### config.mk
export PLATFORM = sky130hd
export DESIGN_NAME = display_scan_ctrl
export DESIGN_NICKNAME = d
export VERILOG_FILES = /design/src/rtl/display_scan_ctrl.sv
export SDC_FILE = /design/constraint.sdc
export NUM_CORES = 1
export LEC_CHECK = 0
export CORE_MARGIN = 3
export CORE_UTILIZATION = 59
export CTS_CLUSTER_SIZE = 14
export DETAILED_ROUTE_END_ITERATION = 8
export GPL_ROUTABILITY_DRIVEN = 0
export PLACE_DENSITY = 0.84
export SLEW_MARGIN = 20
export SYNTH_ARGS = -nofsm -noshare
export SYNTH_HDL_FRONTEND = slang
export SYNTH_SLANG_ARGS = --single-unit
### constraint.sdc
create_clock -name clk -period 5.5 [get_ports clk]
set_input_delay 1.1 -clock clk [delete_from_list [all_inputs] [get_ports clk]]
set_output_delay 1.1 -clock clk [all_outputs]
set_load 0.1 [all_outputs]
### src/rtl/display_scan_ctrl.sv
// Display time base and segment data stage for a two-digit multiplexed
// seven-segment display. The scan toggle (sel) and visible enable (onoff) are
// registered so the digit-enable mux downstream sees glitch-free controls.
// Segments are decoded from the latched digit that sel currently selects.
module display_scan_ctrl #(
   parameter int SCAN_DIV  = 50000,
   parameter int BLINK_DIV = 25
) (
   input  logic       clk,
   input  logic       reset,
   input  logic       enable,
   input  logic       blink_en,
   input  logic       load,
   input  logic [3:0] digit1_val,
   input  logic [3:0] digit4_val,
   output logic       sel,
   output logic       onoff,
   output logic [6:0] seg
);

   localparam int SW = $clog2(SCAN_DIV);
   // BLINK_DIV of 1 gives a zero-width $clog2, so keep at least one bit.
   localparam int BW = (BLINK_DIV > 1) ? $clog2(BLINK_DIV) : 1;
   localparam logic [SW-1:0] SCAN_LAST  = SW'(SCAN_DIV - 1);
   localparam logic [BW-1:0] BLINK_LAST = BW'(BLINK_DIV - 1);

   logic [SW-1:0] scan_cnt, scan_cnt_nx;
   logic [BW-1:0] blink_cnt, blink_cnt_nx;
   logic          blink_phase, blink_phase_nx;
   logic          sel_nx, onoff_nx;
   logic          scan_tick;
   logic [3:0]    d1_reg, d4_reg;
   logic [3:0]    cur_digit;

   assign scan_tick = (scan_cnt == SCAN_LAST);

   // Next-state for the scan/blink time base; disable returns everything to
   // the clean restart state so a later enable starts a full scan period.
   always_comb begin
      scan_cnt_nx    = '0;
      sel_nx         = 1'b0;
      blink_cnt_nx   = '0;
      blink_phase_nx = 1'b1;
      onoff_nx       = 1'b0;
      if (enable) begin
         scan_cnt_nx = scan_tick ? '0 : scan_cnt + 1'b1;
         sel_nx      = sel ^ scan_tick;
         if (blink_en) begin
            blink_cnt_nx   = blink_cnt;
            blink_phase_nx = blink_phase;
            if (scan_tick) begin
               if (blink_cnt == BLINK_LAST) begin
                  blink_cnt_nx   = '0;
                  blink_phase_nx = ~blink_phase;
               end else begin
                  blink_cnt_nx = blink_cnt + 1'b1;
               end
            end
         end
         onoff_nx = ~blink_en | blink_phase_nx;
      end
   end

   // Time-base and output registers.
   always_ff @(posedge clk or posedge reset) begin
      if (reset) begin
         scan_cnt    <= '0;
         sel         <= 1'b0;
         blink_cnt   <= '0;
         blink_phase <= 1'b1;
         onoff       <= 1'b0;
      end else begin
         scan_cnt    <= scan_cnt_nx;
         sel         <= sel_nx;
         blink_cnt   <= blink_cnt_nx;
         blink_phase <= blink_phase_nx;
         onoff       <= onoff_nx;
      end
   end

   // Digit latches; loads are accepted whether or not the display is enabled.
   always_ff @(posedge clk or posedge reset) begin
      if (reset) begin
         d1_reg <= '0;
         d4_reg <= '0;
      end else if (load) begin
         d1_reg <= digit1_val;
         d4_reg <= digit4_val;
      end
   end

   assign cur_digit = sel ? d4_reg : d1_reg;

   // Active-low BCD decode (gfedcba); non-BCD codes blank the digit.
   always_comb begin
      seg = 7'h7F;
      case (cur_digit)
         4'd0:    seg = 7'h40;
         4'd1:    seg = 7'h79;
         4'd2:    seg = 7'h24;
         4'd3:    seg = 7'h30;
         4'd4:    seg = 7'h19;
         4'd5:    seg = 7'h12;
         4'd6:    seg = 7'h02;
         4'd7:    seg = 7'h78;
         4'd8:    seg = 7'h00;
         4'd9:    seg = 7'h10;
         default: seg = 7'h7F;
      endcase
   end

endmodule

# Word-level counts from Yosys, hierarchy flattened
# Memories as Yosys holds them, arrays and structs flattened.
# Cells that the tools add are included.
[classes] eq_ne=3 bitwise=4 n_addsub=2 n_mux=14
[ops] cell="16-bit 2-to-1 mux" count=2
[ops] cell="5-bit 2-to-1 mux" count=4
[ops] cell="16-bit by 1-bit adder with 16-bit output, second input constant" count=1
[ops] cell="16-bit == test, second input constant" count=1
[ops] cell="1-bit 2-to-1 mux" count=7
[ops] cell="5-bit by 1-bit adder with 5-bit output, second input constant" count=1
[ops] cell="5-bit == test, second input constant" count=1
[ops] cell="4-bit 2-to-1 mux" count=1
[ops] cell="3-bit by 2-bit != test with 1-bit output, second input constant" count=1
[ops] cell="1-bit NOT" count=2
[ops] cell="1-bit bitwise OR" count=1
[ops] cell="1-bit bitwise XOR" count=1
[totals] word_cells=31 n_memories=1 output_inout_bits=9 rom_bits=112 register_bits=32
[mem_list] memory="(name not given)" words=16 word_bits=7 read_ports=1 rd_clocked_by_memory_dff=0 write_ports=0 line_no="97" text="case (cur_digit)"

# Longest topological paths before layout
[logic_depth] word_depth=7 mapped_depth=7 ltp_nobuf=6

# Worst setup path after synthesis
# OpenSTA, ideal clock, no wires.
[synth_timing] path_kind="register to output" from="reg sel" to="out seg[3]" t_required_ps=4400 t_arrival_ps=3603 slack_ps=797 path_stages_with_launch=8 cell_sequence="dfrtp_1 > clkbuf_1 > mux2_2 > inv_1 > ha_1 > nor2_1 > o21a_1 > a21oi_1"
[synth_via] elab_chain_cells=2
[synth_lines] item="from (decl)" line_no="16" text="output logic sel,"
[synth_lines] item="from (signal assigned)" line_no="74" text="sel <= sel_nx;"
[synth_lines] item="4-bit 2-to-1 mux" line_no="92" text="assign cur_digit = sel ? d4_reg : d1_reg;"
[synth_lines] item="memory 16 x 7 bit"
[synth_lines] item="to (decl)" line_no="18" text="output logic [6:0] seg"
# Every way passes these cells.

# Final worst setup path
[layout_timing] from="reg sel" to="out seg[0]"
# Same word-level chain as after synthesis.

==> results by group <==
Setup path
  • Reg2Reg Launch Point: scan_cnt[12]
  • Data required, critical path: 4.40 ns
  • Setup CP Type: register to primary output
  • R2r endpoint: scan_cnt[5]
  • Critical path arrival: 3.16 ns
  • Reg2Reg Setup Slack: 2.95 ns
  • Worst reg-to-reg path cell count: 4
  • Critical path origin: sel
  • Crit-path max FO: 7
  • CP Capture Type: primary output
  • CP startpoint kind: register

Cells and area
  • NumNets Final: 220
  • Post-route cell area: 0.00207 mm^2
  • Most frequent cells in the layout: dfrtp_1 (31), nor2_1 (24), clkdlybuf4s50_1 (21)
  • Register Area: 802 um^2
  • Fraction of final layout cells sized beyond drive strength 1: 0.110
  • Fin util: 0.739
  • Area occupied by multi-input gates: 918 um^2
  • Max reg flops: 16
  • Largest regs: scan_cnt (16), blink_cnt (5)
  • Syn-to-layout area delta: 16.4%
  • Commonest non-fill, non-tap cell in the layout: dfrtp_1
  • Largest reg by FF count: scan_cnt
  • Non-Filler Instances: 231
  • Diodes inserted: 0
  • Filler cells: 207

Synth
  • Flip-flop and latch count after synthesis: 32
  • Ys flop type: dfrtp_1
  • Register area share after synthesis: 0.450
  • Unique masters post-synth: 40
  • Cell taking the most area after synthesis: dfrtp_1
  • Top cells by area, synth: dfrtp_1 (44%), mux2_2 (5.7%), ha_1 (5.6%), nor2_1 (5.1%), xnor2_1 (4.9%)
  • Top cell type's share of synthesized area: 0.436
  • Post-synth EDFFs: 0
  • Post-Syn Instances: 174
  • Yosys warns: 0
  • Post-synthesis cell area: 0.00178 mm^2
  • Post-synthesis area per instance: 10.2 um^2
  • Async set-reset flop share out of synthesis: 1.00
  • Syn Nets: 195

Route
  • DRC viols: 0
  • Vias per Instance: 6.00
  • DR vias: 1,385
  • Final WL: 3.65 mm
  • WL/cell: 15.8 um
  • ANT nets after route: 0
  • Pre-antenna DRT Iters: 6
  • DRT iter0 DRCs: 98

Global routing
  • Initial antenna violation count: 0
  • Vias in the first global route: 1,457
  • First-pass GRT wire length: 6.34 mm
  • Total Routing Usage GR: 0.232
  • Overflow after GRT: 0
  • Pin count of the biggest net entering global routing: 33

Clock network
  • Cts hold-fix bufs: 0
  • Root Driver: clkbuf_4
  • Inserted Clock Buffers: 5
  • # clock sinks: 32
  • Post-cts sizing count: 0
  • H-tree depth: 2
  • Max clock buf depth: 2
  • Buffer count from post-CTS setup fixing: 0
  • CTS tree: built
  • Clock Latency Late Sink: 0.34 ns
  • CTS clk-pin slew, worst paths: 0.10 ns

Die
  • Initial Util: 0.635
  • Row cnt: 19
  • Die area: 0.00371 mm^2
  • Die Y: 60.9 um
  • # IOs: 22
  • Core box area: 0.00281 mm^2
  • Die W: 60.9 um

Pwr
  • Power, Total: 0.537 mW
  • Pwr/cell area: 259 mW/mm^2
  • Maximum VDD drop: 0.164 mV
  • Leakage: 0.884 nW

Timing
  • Minimum clock period: 4.26 ns
  • Final number of setup-violating endpoints: 0
  • F_max: 235 MHz
  • Setup tns final: 0 ns
  • Clk_skew: 0.0142 ns
  • Final Hold Vio Count: 0
  • RSZ-0062 raised after global routing: no
  • Final worst-path cycle share: 0.775
  • Worst slew pin tran: 0.974 ns
  • Pins Over Slew Limit: 0
  • Relative slew slack: 0.349
  • Setup slack after layout: 1.24 ns
  • WHS: 0.519 ns

Place
  • Port bufs: 21
  • Dpl ws: 1.62 ns
  • DP Area: 0.00201 mm^2
  • Placed cells: 223
  • Detail Placement HPWL: 2.66 mm

Min path
  • Hold Path Class: register to register
  • Hold_sp: d4_reg[1]
  • Hold Path Stages: 1
  • Hold endpoint: d4_reg[1]

Status
  • Status: completed

Job
  • Max-cap violation count: 0
==> where the power goes <==
| part | switching, mW | leakage, nW | internal [mW] |
|---|---|---|---|
| Combinational | 0.106 | 0.426 | 0.0419 |
| Clock | 0.0790 | 0.0380 | 0.0607 |
| Sequential | 0.00580 | 0.421 | 0.243 |
==> Yosys cell counts (4+ instances only) <==
library cell and instances:
ha_1 8, nand2b_1 4, nor2_1 24, nand3_1 9, mux2i_1 4, nor3_1 4
dfrtp_1 31, xnor2_1 10, xor2_1 5, inv_1 9, a21oi_1 9, nor4_1 4
nand2_1 8, mux2_2 9
==> kinds of logic (layout without fill, tap and decap cells) <==
family,Yosys count,in the layout,synth area share
adders and majority gates,8,8,0.0562
muxes,14,14,0.0857
and+or+nand+nor,70,70,0.216
buffers and inverters,13,39,0.0337
xor gates and xnor gates,15,15,0.0738
DFF,32,32,0.450
AOI/OAI and AO/OA,22,22,0.0843
==> critical path, stage by stage (launching register included) <==
cell and delay, ns:
dfrtp_1 0.54, mux2_2 0.43, inv_1 0.14, ha_1 0.18, nor2_1 0.06, o21a_1 0.20
nor2_1 0.13, clkdlybuf4s50_1 1.14
==> worst max path at each step <==
stage / to / slack [ns]
after floorplan: seg[3] / 0.80
after global placement: seg[3] / 1.76
after detailed placement: seg[0] / 1.62
after CTS: seg[0] / 1.24
after global routing: seg[0] / 1.12
final: seg[0] / 1.24
==> area by class of cell <==
cell class                      instances  share of cell area
Clock inverter                          2             0.00483
Clock buffer                            6              0.0248
Multi-Input combinational cell        129               0.443
Tap cell                               31              0.0187
Timing Repair Buffer                   22               0.105
Inverter                                9              0.0163
Sequential cell                        32               0.387
==> layer usage <==
metal	GRT usage	vias to the layer above	wire length (um)
li1	-	664	-
met1	0.274	675	1520
met2	0.392	39	1890
met3	0.0574	7	180
met4	0.115	0	57
met5	0	-	0
No activity file was read; power rests on OpenSTA's default activity.
==> RTL edit 1: new RTL, same settings <==
`BLINK_DIV`: 25 -> 50.
--- a/src/rtl/display_scan_ctrl.sv
+++ b/src/rtl/display_scan_ctrl.sv
@@ -6,3 +6,3 @@
    parameter int SCAN_DIV  = 50000,
-   parameter int BLINK_DIV = 25
+   parameter int BLINK_DIV = 50
 ) (
Check against the original RTL: no difference found for any inputs over 10 cycles, from zero or initial values and one cycle with reset high; that may be too few to reach the edited logic, so the function may still have changed.
==> RTL edit 1 against the original RTL <==
Final area grew 1.4%. Sequential share of layout area grew 0.66 points. Area after synthesis rose by 0.28%. Via count grew 1.0%. Setup slack better by 0.036 ns. Power grew 9.1%. Synthesized cell count is 5.2% higher. Count of clock-buffer cells in the layout unchanged. Non-clock buffer count unchanged. Global-route usage decreased by 0.28 points. Routed wire length down 4.0%. Sequential cell count up 1. Critical endpoint is now seg[3]. Largest power group unchanged.
==> RTL edit 1: results <==
set metrics [dict create \
    dr.pass1.iters 4 \
    r2r_start "scan_cnt[0]" \
    period_share_pct 76.8 \
    wl_per_cell_um 14.6 \
    met1_usage_pct 30.9 \
    n_fill_cell 206 \
    r2r_slack_ns 3.34 \
    drive_gt1_share_pct 11.5 \
    r2r_cells 5 \
    synth_cell_types 33 \
    timing.hold.ws_ns 0.505 \
    top_regs "scan_cnt x16, blink_cnt x6" \
    synth_seq_cells 33 \
    synth_nets 204 \
    multi_input_area_sq_um 903 \
    wl_mm 3.50 \
    hpwl_mm 2.49 \
    p_leak_nw 0.842 \
    drt_iter0_drc 135 \
    multi_input_cells 136 \
    gr-usage-all-layers_pct 22.9 \
    synthTopCellsByArea "dfrtp_1, xnor2_1, mux2_2" \
    grt_pass1_vias 1342 \
    synthTopCellsByCount "dfrtp_1, nor2_1, a21oi_1, xnor2_1, nand2_1" \
    fin_skew_ns 0.0139 \
    grt_max_degree 34 \
    relSlewSlack_pct 34.5 \
    power.internal_mw 0.388 \
    powerSeq_mw 0.256 \
    io_buffers 21 \
    cp_data_arrival_time_ns 3.12 \
    finalPower_mw 0.585 \
    grt_use_met2_pct 33.3 \
    multi_input_area_share_pct 43.0 \
    diodes 0 \
    buffer_area_share_pct 10.4 \
    pre_cts_slack_ns 1.68 \
    ys_seq_area_share_pct 46.3 \
    peakVddDrop_v 0.000154 \
    vias_per_cell 5.83 \
    inverters_excl_clock 10 \
    cts_buffers 5 \
    min_to "scan_cnt[0]" \
    status "completed" \
    place_inst 232 \
    reg2reg_to "blink_cnt[2]" \
    power_frac_comb_pct 25.5 \
    endpoint "seg[3]" \
    yosys_warnings 0 \
    met3_usage_pct 7.13 \
    avgSynthCellArea_sq_um 9.76 \
    clkCellAreaFrac_pct 3.63 \
    regArea_sq_um 827 \
    grt_pass1_wl_mm 6.18 \
    place_area_sq_mm 0.00202 \
]
[RTL edit 1: cell count changes after synthesis, moves of 4 or more]
cell and change:
or3_1 +4, nand4_1 +4, a21oi_1 +4, o21ai_0 +4
[RTL edit 1: cell families (layout without fill, tap and decap cells)]
family | Yosys count | count (layout) | share of synthesized area [%]
AND/OR/NAND/NOR | 77 | 77 | 22.6
adder cells (fa/ha/maj) | 8 | 8 | 5.61
flip-flops | 33 | 33 | 46.3
XOR/XNOR | 15 | 15 | 7.36
AO/OA/AOI/OAI | 23 | 23 | 7.01
multiplexers | 13 | 13 | 7.99
buffers and inverters | 14 | 40 | 3.08
[RTL edit 1: layer usage]
| layer | part of all wire (%) | vias up | routed length (um) |
|---|---|---|---|
| li1 | - | 693 | - |
| met1 | 46 | 661 | 1610 |
| met2 | 47 | 35 | 1640 |
| met3 | 4.6 | 10 | 161 |
| met4 | 2.3 | 0 | 82 |
| met5 | 0 | - | 0 |
==> RTL edit 2: new RTL, same settings <==
Without the edit above. Put a register stage on the output `seg`, cleared by the reset. The value now appears one clock later. The other outputs are not delayed to match.
--- a/src/rtl/display_scan_ctrl.sv
+++ b/src/rtl/display_scan_ctrl.sv
@@ -25,2 +25,4 @@
    localparam logic [BW-1:0] BLINK_LAST = BW'(BLINK_DIV - 1);
+
+   logic [6:0] seg_d;
 
@@ -95,16 +97,24 @@
    always_comb begin
-      seg = 7'h7F;
+      seg_d = 7'h7F;
       case (cur_digit)
-         4'd0:    seg = 7'h40;
-         4'd1:    seg = 7'h79;
-         4'd2:    seg = 7'h24;
-         4'd3:    seg = 7'h30;
-         4'd4:    seg = 7'h19;
-         4'd5:    seg = 7'h12;
-         4'd6:    seg = 7'h02;
-         4'd7:    seg = 7'h78;
-         4'd8:    seg = 7'h00;
-         4'd9:    seg = 7'h10;
-         default: seg = 7'h7F;
+         4'd0:    seg_d = 7'h40;
+         4'd1:    seg_d = 7'h79;
+         4'd2:    seg_d = 7'h24;
+         4'd3:    seg_d = 7'h30;
+         4'd4:    seg_d = 7'h19;
+         4'd5:    seg_d = 7'h12;
+         4'd6:    seg_d = 7'h02;
+         4'd7:    seg_d = 7'h78;
+         4'd8:    seg_d = 7'h00;
+         4'd9:    seg_d = 7'h10;
+         default: seg_d = 7'h7F;
       endcase
+   end
+
+   always_ff @(posedge clk or posedge reset) begin
+      if (reset) begin
+         seg <= '0;
+      end else begin
+         seg <= seg_d;
+      end
    end
Formal check against the unedited RTL: not equivalent (a bounded check fails within 4 cycles, from zero or initial values and one cycle with reset high).
==> RTL edit 2 against the original RTL <==
Routed wire length shrank 2.1%. Synthesized cell count grew 5.2%. First-iteration DRC count shrank 23%. Area after synthesis grew 11%. Sequential cell count grew 7. Cell count grew 9.1%. Setup slack gained 1.1 ns. Power grew 11%. Final area grew 8.9%. Sequential share of layout area grew 4.6 points. Largest power group unchanged.
==> RTL edit 2: results <==
set metrics [dict create \
    grt_pass1_vias 1501 \
    drt_iter0_drc 75 \
    min_from "scan_cnt[0]" \
    synth_cell_types 39 \
    grt_pass1_wl_mm 6.33 \
    grt_max_degree 40 \
    gr-usage-all-layers_pct 20.2 \
    wl_per_cell_um 14.2 \
    r2r_cells 5 \
    nNetsFinal 228 \
    status "completed" \
    ys_seq_area_share_pct 49.4 \
    place_inst 244 \
    num_vias 1430 \
    syn_inst 183 \
    top_regs "scan_cnt x16, seg x7, blink_cnt x5" \
    relSlewSlack_pct 33.9 \
    synthTopCellsByArea "dfrtp_1, xnor2_1, mux2_2" \
    crit_path_max_incr_delay_ns 1.20 \
    synthTopCellsByCount "dfrtp_1, nor2_1, xnor2_1" \
    r2r_start "scan_cnt[0]" \
    drive_gt1_share_pct 11.1 \
    fin_skew_ns 0.00468 \
    vias_per_cell 5.67 \
    place_area_sq_mm 0.00221 \
    peakVddDrop_v 0.000185 \
    synth_nets 204 \
    hpwl_mm 2.59 \
]
[RTL edit 2: cell types whose count changed in the layout (fill, tap and decap cells not counted), moves of 2 or more]
cell	before	now
dfrtp_1	31	38
nor2_1	24	28
xnor2_1	10	13
and3_1	3	1
clkbuf_1	0	2
nor3_1	4	6
or4bb_1	2	0
xor2_1	5	3
[RTL edit 2: layout make-up]
class | count | share of cell area [%]
clock buffer | 7 | 2.00
clock inverter | 1 | 0.222
inverter | 10 | 1.66
multi-input combinational | 129 | 40.7
sequential | 39 | 43.3
tap | 44 | 2.44
timing repair buffer | 22 | 9.65
[RTL edit 2: cells by family after synthesis]
family,count (synthesis),synth area share (%)
compound gates,20,7.72
simple gates,71,18.8
fa+ha+maj,8,5.06
buf+inv,15,4.17
mux,14,7.72
xor+xnor,16,7.08
flops,39,49.4
[RTL edit 2: per-layer routing]
| layer | track usage (%) | up-vias | share of wire, % |
|---|---|---|---|
| li1 | - | 689 | - |
| met1 | 21.6 | 699 | 40 |
| met2 | 36.0 | 32 | 53 |
| met3 | 4.57 | 10 | 4.2 |
| met4 | 12.1 | 0 | 2.7 |
| met5 | 0 | - | 0 |
[RTL edit 2: path summary, 6_finish.rpt]
path	end	slack, ns
setup / recovery	sel	2.31
hold / removal	scan_cnt[0]	0.52
setup reg to reg	blink_cnt[3]	3.36
hold reg to reg	scan_cnt[0]	0.52
max in group asynchronous	blink_phase	4.00
min in group asynchronous	blink_cnt[0]	1.15
[RTL edit 2: power by group]
part           switching (mW)  internal (mW)
Combinational           0.105         0.0421
Clock                  0.0895         0.0498
Sequential            0.00810          0.303
